<file path="src/rtl/cache_axi_refill.sv">
// cache_axi_refill
//
// Handles line misses for the cache. It sits between the I/D cache
// tag/data pair and the AXI crossbar, and acts as the AXI4 master.
// On a miss it first writes back the 16-word victim line as an INCR
// burst, if that line is dirty. It then fetches the missing 16-word line
// as an INCR burst. Finally it pulses `refresh` for one cycle so the tag
// and data arrays install the line.
//
// Ports
//   clk, rst           sole clock; synchronous active-high reset
//   flush              pipeline flush, suppresses install of the in-flight line
//   miss, write_back   miss request and "victim is dirty" qualifier
//   axi_raddr          line-aligned refill address
//   axi_waddr          line-aligned victim address
//   wb_line            victim line, word i at [32i+31:32i]
//   refresh            one-cycle install pulse
//   refill_line        fetched line, valid while refresh is high
//   busy               high whenever the FSM is not idle
//   ar*/r*             AXI read address and read data channels
//   aw*/w*/b*          AXI write address, write data and write response channels
module cache_axi_refill (
    input  logic         clk,
    input  logic         rst,
    input  logic         flush,
    input  logic         miss,
    input  logic         write_back,
    input  logic [31:0]  axi_raddr,
    input  logic [31:0]  axi_waddr,
    input  logic [511:0] wb_line,
    output logic         refresh,
    output logic [511:0] refill_line,
    output logic         busy,
    output logic [31:0]  araddr,
    output logic [7:0]   arlen,
    output logic [2:0]   arsize,
    output logic [1:0]   arburst,
    output logic         arvalid,
    input  logic         arready,
    input  logic [31:0]  rdata,
    input  logic [1:0]   rresp,
    input  logic         rlast,
    input  logic         rvalid,
    output logic         rready,
    output logic [31:0]  awaddr,
    output logic [7:0]   awlen,
    output logic [2:0]   awsize,
    output logic [1:0]   awburst,
    output logic         awvalid,
    input  logic         awready,
    output logic [31:0]  wdata,
    output logic [3:0]   wstrb,
    output logic         wlast,
    output logic         wvalid,
    input  logic         wready,
    input  logic [1:0]   bresp,
    input  logic         bvalid,
    output logic         bready
);

    typedef enum logic [2:0] {
        IDLE,
        WB_AW,
        WB_W,
        WB_B,
        RD_AR,
        RD_R,
        INSTALL,
        DONE
    } state_t;

    state_t        state;
    state_t        state_next;
    logic [3:0]    cnt;
    logic          kill;
    logic [31:0]   raddr_q;
    logic [31:0]   waddr_q;
    logic [511:0]  victim_q;

    // Response codes are deliberately not acted upon; this fold only
    // marks them as intentionally consumed.
    logic unused_resp;
    assign unused_resp = ^{rresp, bresp};

    // Every burst is a full 16-beat line of 32-bit words.
    assign arlen   = 8'd15;
    assign awlen   = 8'd15;
    assign arsize  = 3'd2;
    assign awsize  = 3'd2;
    assign arburst = 2'b01;
    assign awburst = 2'b01;
    assign wstrb   = 4'hF;

    // The address and data outputs come straight from the registers
    // latched at miss time. So they stay stable through any stall, and
    // they read zero after reset.
    assign araddr = raddr_q;
    assign awaddr = waddr_q;
    assign wdata  = victim_q[{cnt, 5'd0} +: 32];
    assign busy   = (state != IDLE);

    always_ff @(posedge clk) begin
        if (rst) begin
            state       <= IDLE;
            cnt         <= 4'd0;
            kill        <= 1'b0;
            raddr_q     <= 32'd0;
            waddr_q     <= 32'd0;
            victim_q    <= 512'd0;
            refill_line <= 512'd0;
        end else begin
            state <= state_next;

            // A request is captured only in IDLE. A flush after that point
            // leaves the bursts running; it only blocks the install.
            if (state == IDLE) begin
                if (miss) begin
                    raddr_q  <= axi_raddr;
                    waddr_q  <= axi_waddr;
                    victim_q <= wb_line;
                    kill     <= 1'b0;
                    cnt      <= 4'd0;
                end
            end else if (flush) begin
                kill <= 1'b1;
            end

            // The beat counter wraps from 15 to 0 on the last W beat. That
            // leaves it cleared for the refill burst that follows.
            if (state == WB_W && wready) begin
                cnt <= cnt + 4'd1;
            end

            if (state == RD_R && rvalid) begin
                refill_line[{cnt, 5'd0} +: 32] <= rdata;
                cnt <= (rlast || cnt == 4'd15) ? 4'd0 : cnt + 4'd1;
            end
        end
    end

    // Next state and the Moore-style channel controls. No valid output
    // depends on its matching ready input.
    always_comb begin
        state_next = state;
        arvalid    = 1'b0;
        rready     = 1'b0;
        awvalid    = 1'b0;
        wvalid     = 1'b0;
        wlast      = 1'b0;
        bready     = 1'b0;
        refresh    = 1'b0;
        case (state)
            IDLE: begin
                if (miss) begin
                    state_next = write_back ? WB_AW : RD_AR;
                end
            end
            WB_AW: begin
                awvalid = 1'b1;
                if (awready) begin
                    state_next = WB_W;
                end
            end
            WB_W: begin
                wvalid = 1'b1;
                wlast  = (cnt == 4'd15);
                if (wready && cnt == 4'd15) begin
                    state_next = WB_B;
                end
            end
            WB_B: begin
                bready = 1'b1;
                if (bvalid) begin
                    state_next = RD_AR;
                end
            end
            RD_AR: begin
                arvalid = 1'b1;
                if (arready) begin
                    state_next = RD_R;
                end
            end
            RD_R: begin
                rready = 1'b1;
                if (rvalid && (rlast || cnt == 4'd15)) begin
                    state_next = INSTALL;
                end
            end
            INSTALL: begin
                refresh    = ~kill;
                state_next = DONE;
            end
            DONE: begin
                // Dead cycle so the tag update settles before a new miss.
                state_next = IDLE;
            end
            default: begin
                state_next = IDLE;
            end
        endcase
    end

endmodule

</file>
<file path="config.mk">
export PLATFORM = sky130hd
export DESIGN_NAME = cache_axi_refill
export DESIGN_NICKNAME = d
export VERILOG_FILES = /design/src/rtl/cache_axi_refill.sv
export SDC_FILE = /design/constraint.sdc
export NUM_CORES = 2
export LEC_CHECK = 0
export ABC_AREA = 1
export BUFFER_PORTS_ARGS = -buffer_cell sky130_fd_sc_hd__buf_2
export CAP_MARGIN = 20
export CORE_AREA = 2 2 496 498
export DETAILED_ROUTE_END_ITERATION = 7
export DIE_AREA = 0 0 498 500
export SLEW_MARGIN = 10
export SYNTH_ARGS = -nofsm -noshare
export SYNTH_HDL_FRONTEND = slang
export SYNTH_SLANG_ARGS = --single-unit
export TNS_END_PERCENT = 20
</file>
<file path="constraint.sdc">
create_clock -name clk -period 3.9 [get_ports clk]
set_clock_uncertainty 0.15 [all_clocks]
set_input_delay 0.78 -clock clk [delete_from_list [all_inputs] [get_ports clk]]
set_output_delay 0.78 -clock clk [all_outputs]
set_load 0.01 [all_outputs]
</file>
Word-level counts from Yosys, hierarchy flattened --
Index checks and enable logic that the tools add are counted. W data, S select, Z words.
Word-level totals: input bits 623, flip-flop bits (word level) 1096
Cells by class: mux-type cells 24, reduce and logical (&&, ||, !) cells 14, equal/unequal tests 14, add/subtract/negate cells 2, shift-type cells 3, bitwise operators 1
Operators by type and width (count):
- $bwmux W512 | 1
- $shift A32 B11 Y512 const A | 1
- $shiftx A32 B11 Y512 | 1
- $shiftx A512 B10 Y32 | 1
- $pmux W3 S8 | 1
- $mux W3 | 7
- $mux W4 | 5
- $eq A3 B3 Y1 const B | 4
- $neg A9 Y11 | 1
- $mux W1 | 10
- $reduce_bool A3 Y1 | 3
- $ne A2 B2 Y1 const B | 4
- $eq A3 B2 Y1 const B | 2
- $reduce_and A2 Y1 | 3
- $reduce_and A6 Y1 | 1
- $add A4 B1 Y4 const B | 1
- $eq A4 B4 Y1 const B | 1
- $logic_and A1 B1 Y1 | 4
- $ne A2 B1 Y1 const B | 2
- $eq A3 B1 Y1 const B | 1
- $logic_not A3 Y1 | 1
- $reduce_bool A2 Y1 | 1
- $logic_or A1 B1 Y1 | 1
- $not A1 Y1 | 1

Logic depth before layout (Yosys ltp) --
depth after elaboration 5, gate-level depth with buffers 14, mapped depth without buffers 11

Worst setup path before layout --
OpenSTA, ideal clock, no wires.
path type reg2reg, from register cnt[1], to register refill_line[368], data required time 3.680 ns, arrival 2.683 ns, buffers on the path 6, slack 0.996 ns, cell stages (with the launch flop) 14, period minus slack after synthesis 2.904 ns, cells stage by stage dfxtp_1 -> clkbuf_1 -> inv_2 -> clkbuf_1 -> clkbuf_1 -> ha_1 -> clkbuf_1 -> inv_1 -> clkbuf_1 -> buf_1 -> nand3_1 -> nor2_1 -> nand3_1 -> a21oi_1
On the way: longest elaborated chain between the ends 3, elaborated cells between the ends (all ways) 4, classes of those cells add/sub: 1; shift: 2; mux: 1
RTL lines:
- start, declared | RTL line 74 | logic [3:0] cnt;
- start signal, assigned | RTL line 131 | cnt <= cnt + 4'd1;
- start signal, assigned | RTL line 136 | cnt <= (rlast || cnt == 4'd15) ? 4'd0 : cnt + 4'd1;
- $neg A9 Y11 (*) | RTL line 135 | refill_line[{cnt, 5'd0} +: 32] <= rdata;
- $shiftx A32 B11 Y512 or $shift A32 B11 Y512 (tied branches) | RTL line 135
- $bwmux W512 (*) | RTL line 135
- end signal, assigned by index | RTL line 135
- end, declared | RTL line 32 | output logic [511:0] refill_line,
Mark *: on every way between the ends. The rest lies on a longest branch, timed or not. A chain may end at the register's enable or synchronous reset.

Worst setup path after layout --
from register cnt[1], to output port wdata[5]
On the way: longest elaborated chain between the ends 1
RTL lines:
- $shiftx A512 B10 Y32 | RTL line 99 | assign wdata = victim_q[{cnt, 5'd0} +: 32];
- end, declared | RTL line 51 | output logic [31:0] wdata,
No other way between the ends.

==> impl_metrics.env <==
export IMPL_status="completed"
export IMPL_grtUsageTotal_pct=18.7
export IMPL_tightest_slew_ns=1.22
export IMPL_seq_area_frac_synth_pct=49.4
export IMPL_ioPinCount=1269
export IMPL_fin_nets=7777
export IMPL_synth_top_area_share_pct=49.4
export IMPL_worstPathArrival_ns=2.95
export IMPL_power_net_switching_uw=12700
export IMPL_wl_microns=247000
export IMPL_pwr_share_seq_pct=38.6
export IMPL_syn_inst=6111
export IMPL_avgSynthCellArea_sq_um=7.26
export IMPL_synth_top_family_by_area="compound AO/OA/AOI/OAI gates"
export IMPL_placed_cells=10200
export IMPL_rsz0062_at_grt="yes"
export IMPL_antenna_found_initial=79
export IMPL_slew_headroom_pct=18.1
export IMPL_ir_drop_mv=0.348
export IMPL_synth_edff_count=0
export IMPL_die_x_microns=498
export IMPL_maxCapViolations=0
export IMPL_drc=0
export IMPL_swShare_pct=35.8
export IMPL_cts_tree="yes"
export IMPL_routedWlPerCell_microns=23.5
export IMPL_start_kind="flop"
export IMPL_power_density_nw_per_um2=597
export IMPL_place_congestion=0.891
export IMPL_syn_to_final_growth_pct=33.6
export IMPL_syn_area_sq_um=44400
export IMPL_dieArea_sq_um=249000
export IMPL_synth_area_leader_cell="dfxtp_1"
export IMPL_p_leak_uw=0.0255
export IMPL_num_vias=45800
export IMPL_ys_flop_type="dfxtp_1"
export IMPL_cp_required_ns=2.97
export IMPL_cts_buffers=130
export IMPL_drt_vias_per_instance=4.36
export IMPL_synth_compound_area_share_pct=24.5
export IMPL_yosys_area_share_xor_xnor_pct=0.0761
export IMPL_stdcell_count=10500
export IMPL_hold_slack_ns=0.123
export IMPL_yosysWarnings=0
export IMPL_drive_above_1_share_pct=23.6
export IMPL_hold_violations=0
export IMPL_min_period_over_period_pct=99.5
export IMPL_setup_violations_final=0
export IMPL_muxShareOfSynthArea_pct=0
export IMPL_drt_iter0_drc=3853
export IMPL_clk_latency_ns=0.78
export IMPL_rows=182
export IMPL_cts_hold_buf=0
export IMPL_dp_hpwl_microns=190000
export IMPL_synth_simple_area_share_pct=14.4
export IMPL_coreArea_sq_um=244000
export IMPL_synthAdderAreaFrac_pct=0.225
export IMPL_pwr_share_comb_pct=26.4
export IMPL_clock_power_share_pct=35.0
export IMPL_start_util_pct=18.2
export IMPL_fin_setup_tns_ns=0
export IMPL_root_buffer="clkbuf_16"
export IMPL_intPower_uw=22700
export IMPL_cts_sinks=1096
export IMPL_ys_ff_latch=1096
export IMPL_h_tree_depth=4
export IMPL_synthArstFlopShare_pct=0
export IMPL_hold_path_class="primary input to flop"
export IMPL_final_util_pct=24.3
export IMPL_die_y_microns=500
export IMPL_cts_buffer_depth=3
export IMPL_io_buffers=1234
export IMPL_ys_types=29
export IMPL_grt_first_pass_wirelength_microns=328000
export IMPL_path_class="flop to primary output"
export IMPL_worstPathMaxFanout=65
export IMPL_grt_pass1_vias=40900
export IMPL_clock_fmax_mhz=258
export IMPL_fillers=27500
export IMPL_clkTransAtPathRegs_ns=0.07
export IMPL_endpoint_kind="primary output"
export IMPL_synth_area_top_cells="dfxtp_1 49%, o21ai_0 12%, a21oi_1 12%"
export IMPL_first_pass_iters=6
export IMPL_min_period_ns=3.88
export IMPL_grt_max_degree=138
export IMPL_p_total_uw=35400
export IMPL_antenna_left=0
export IMPL_overflow=0
export IMPL_drv_slew=0
## registers in the layout, indices dropped and copies added (netlist names)
register     flops
araddr          32
awaddr          32
cnt              4
kill             1
refill_line    512
state            3
victim_q       512
## kinds of logic (layout without fill, tap and decap cells)
logic type | count (synthesis) | count (layout)
buffers and inverters | 1294 | 2394
other | 2 | 76
DFF | 1096 | 1096
xor gates and xnor gates | 3 | 3
and+or+nand+nor | 1532 | 1532
adders and majority gates | 8 | 8
AOI/OAI and AO/OA | 2176 | 2176
## final timing paths
| path | end | from | cells after the start | slack [ns] |
|---|---|---|---|---|
| max | wdata[5] | cnt[1] | 8 | 0.02 |
| min reg2reg | victim_q[229] | victim_q[229] | 2 | 0.29 |
| min | victim_q[480] | wb_line[480] | 3 | 0.12 |
| max reg2reg | refill_line[454] | cnt[0] | 10 | 0.33 |
## layout by cell type, fill, tap and decap left out, drive strengths merged
cell,synthesis,final
nand4,105,105
nand3,209,209
buf,113,1415
ha,8,8
xnor2,1,1
o22ai,1,1
dfxtp,1096,1096
o211ai,1,1
diode,0,46
xor2,2,2
nor2,695,695
nand2,479,479
conb,2,30
clkbuf,436,189
clkinv,0,23
or2,1,1
a21oi,1049,1049
bufinv,0,6
nor3,42,42
o21ai,1125,1125
nand3b,1,1
clkinvlp,0,1
inv,745,759
bufbuf,0,1
## cell type report
type / count / area [sq um] / share of cell area [%]
multi-input cells: 3749 / 17800 / 30.0
well taps: 3220 / 4030 / 6.79
clock buffers: 182 / 3650 / 6.15
clock inverters: 43 / 601 / 1.01
diodes: 46 / 115 / 0.194
flip-flops and latches: 1096 / 21900 / 37.0
repair inverters: 1 / 11.3 / 0.0190
repair buffers: 1423 / 8290 / 14.0
inverters: 745 / 2840 / 4.79
## synth_stat cells, types with 2 or more instances
| master | instances |
|---|---|
| inv_2 | 15 |
| a21oi_1 | 1049 |
| buf_1 | 40 |
| dfxtp_1 | 1096 |
| buf_4 | 34 |
| inv_1 | 730 |
| conb_1 | 2 |
| nand4_1 | 105 |
| clkbuf_1 | 436 |
| nor2_1 | 689 |
| nand3_2 | 2 |
| nand2_1 | 477 |
| buf_2 | 39 |
| o21ai_0 | 1086 |
| nand2_2 | 2 |
| nor2_2 | 5 |
| nand3_1 | 207 |
| o21ai_1 | 39 |
| ha_1 | 8 |
| nor3_1 | 41 |
## timing repair
action                     CTS  global route
pin swaps                    5             8
gates cloned                 3             5
resized for setup           52            48
setup buffers                0             6
setup endpoints to repair   32            32
## stage by stage
stage               setup WS, ns  instance area (sq um)
global placement           0.254                  54400
floorplan                  0.996                  44500
global route              -0.126                  59300
finish                    0.0192                  59300
CTS                       -0.133                  58900
detailed placement         0.204                  54400
## critical path, cell delays in order (launching register included)
cell and delay [ns]:
dfxtp_4 0.42, buf_16 0.31, a21oi_1 0.08, o21ai_0 0.11, nand3_1 0.17, buf_4 0.23
nand3_1 0.23, nand3_1 0.21, buf_2 0.21
## power groups by stage
stage | clock network, uW | logic, uW | registers [uW]
floorplan | 0 | 4930 | 13800
detailed placement | 0 | 9300 | 13900
finish | 12400 | 9340 | 13700
global route | 13100 | 10300 | 13800
CTS | 12700 | 9470 | 13600
global placement | 0 | 9210 | 13800
## layer usage
metal	vias up	wire [microns]	GRT usage [%]
li1	22000	-	-
met1	21100	92400	21.0
met2	2070	123000	33.3
met3	496	16200	3.51
met4	22	14800	10.1
met5	-	115	0
No activity file was read; power rests on OpenSTA's default activity.
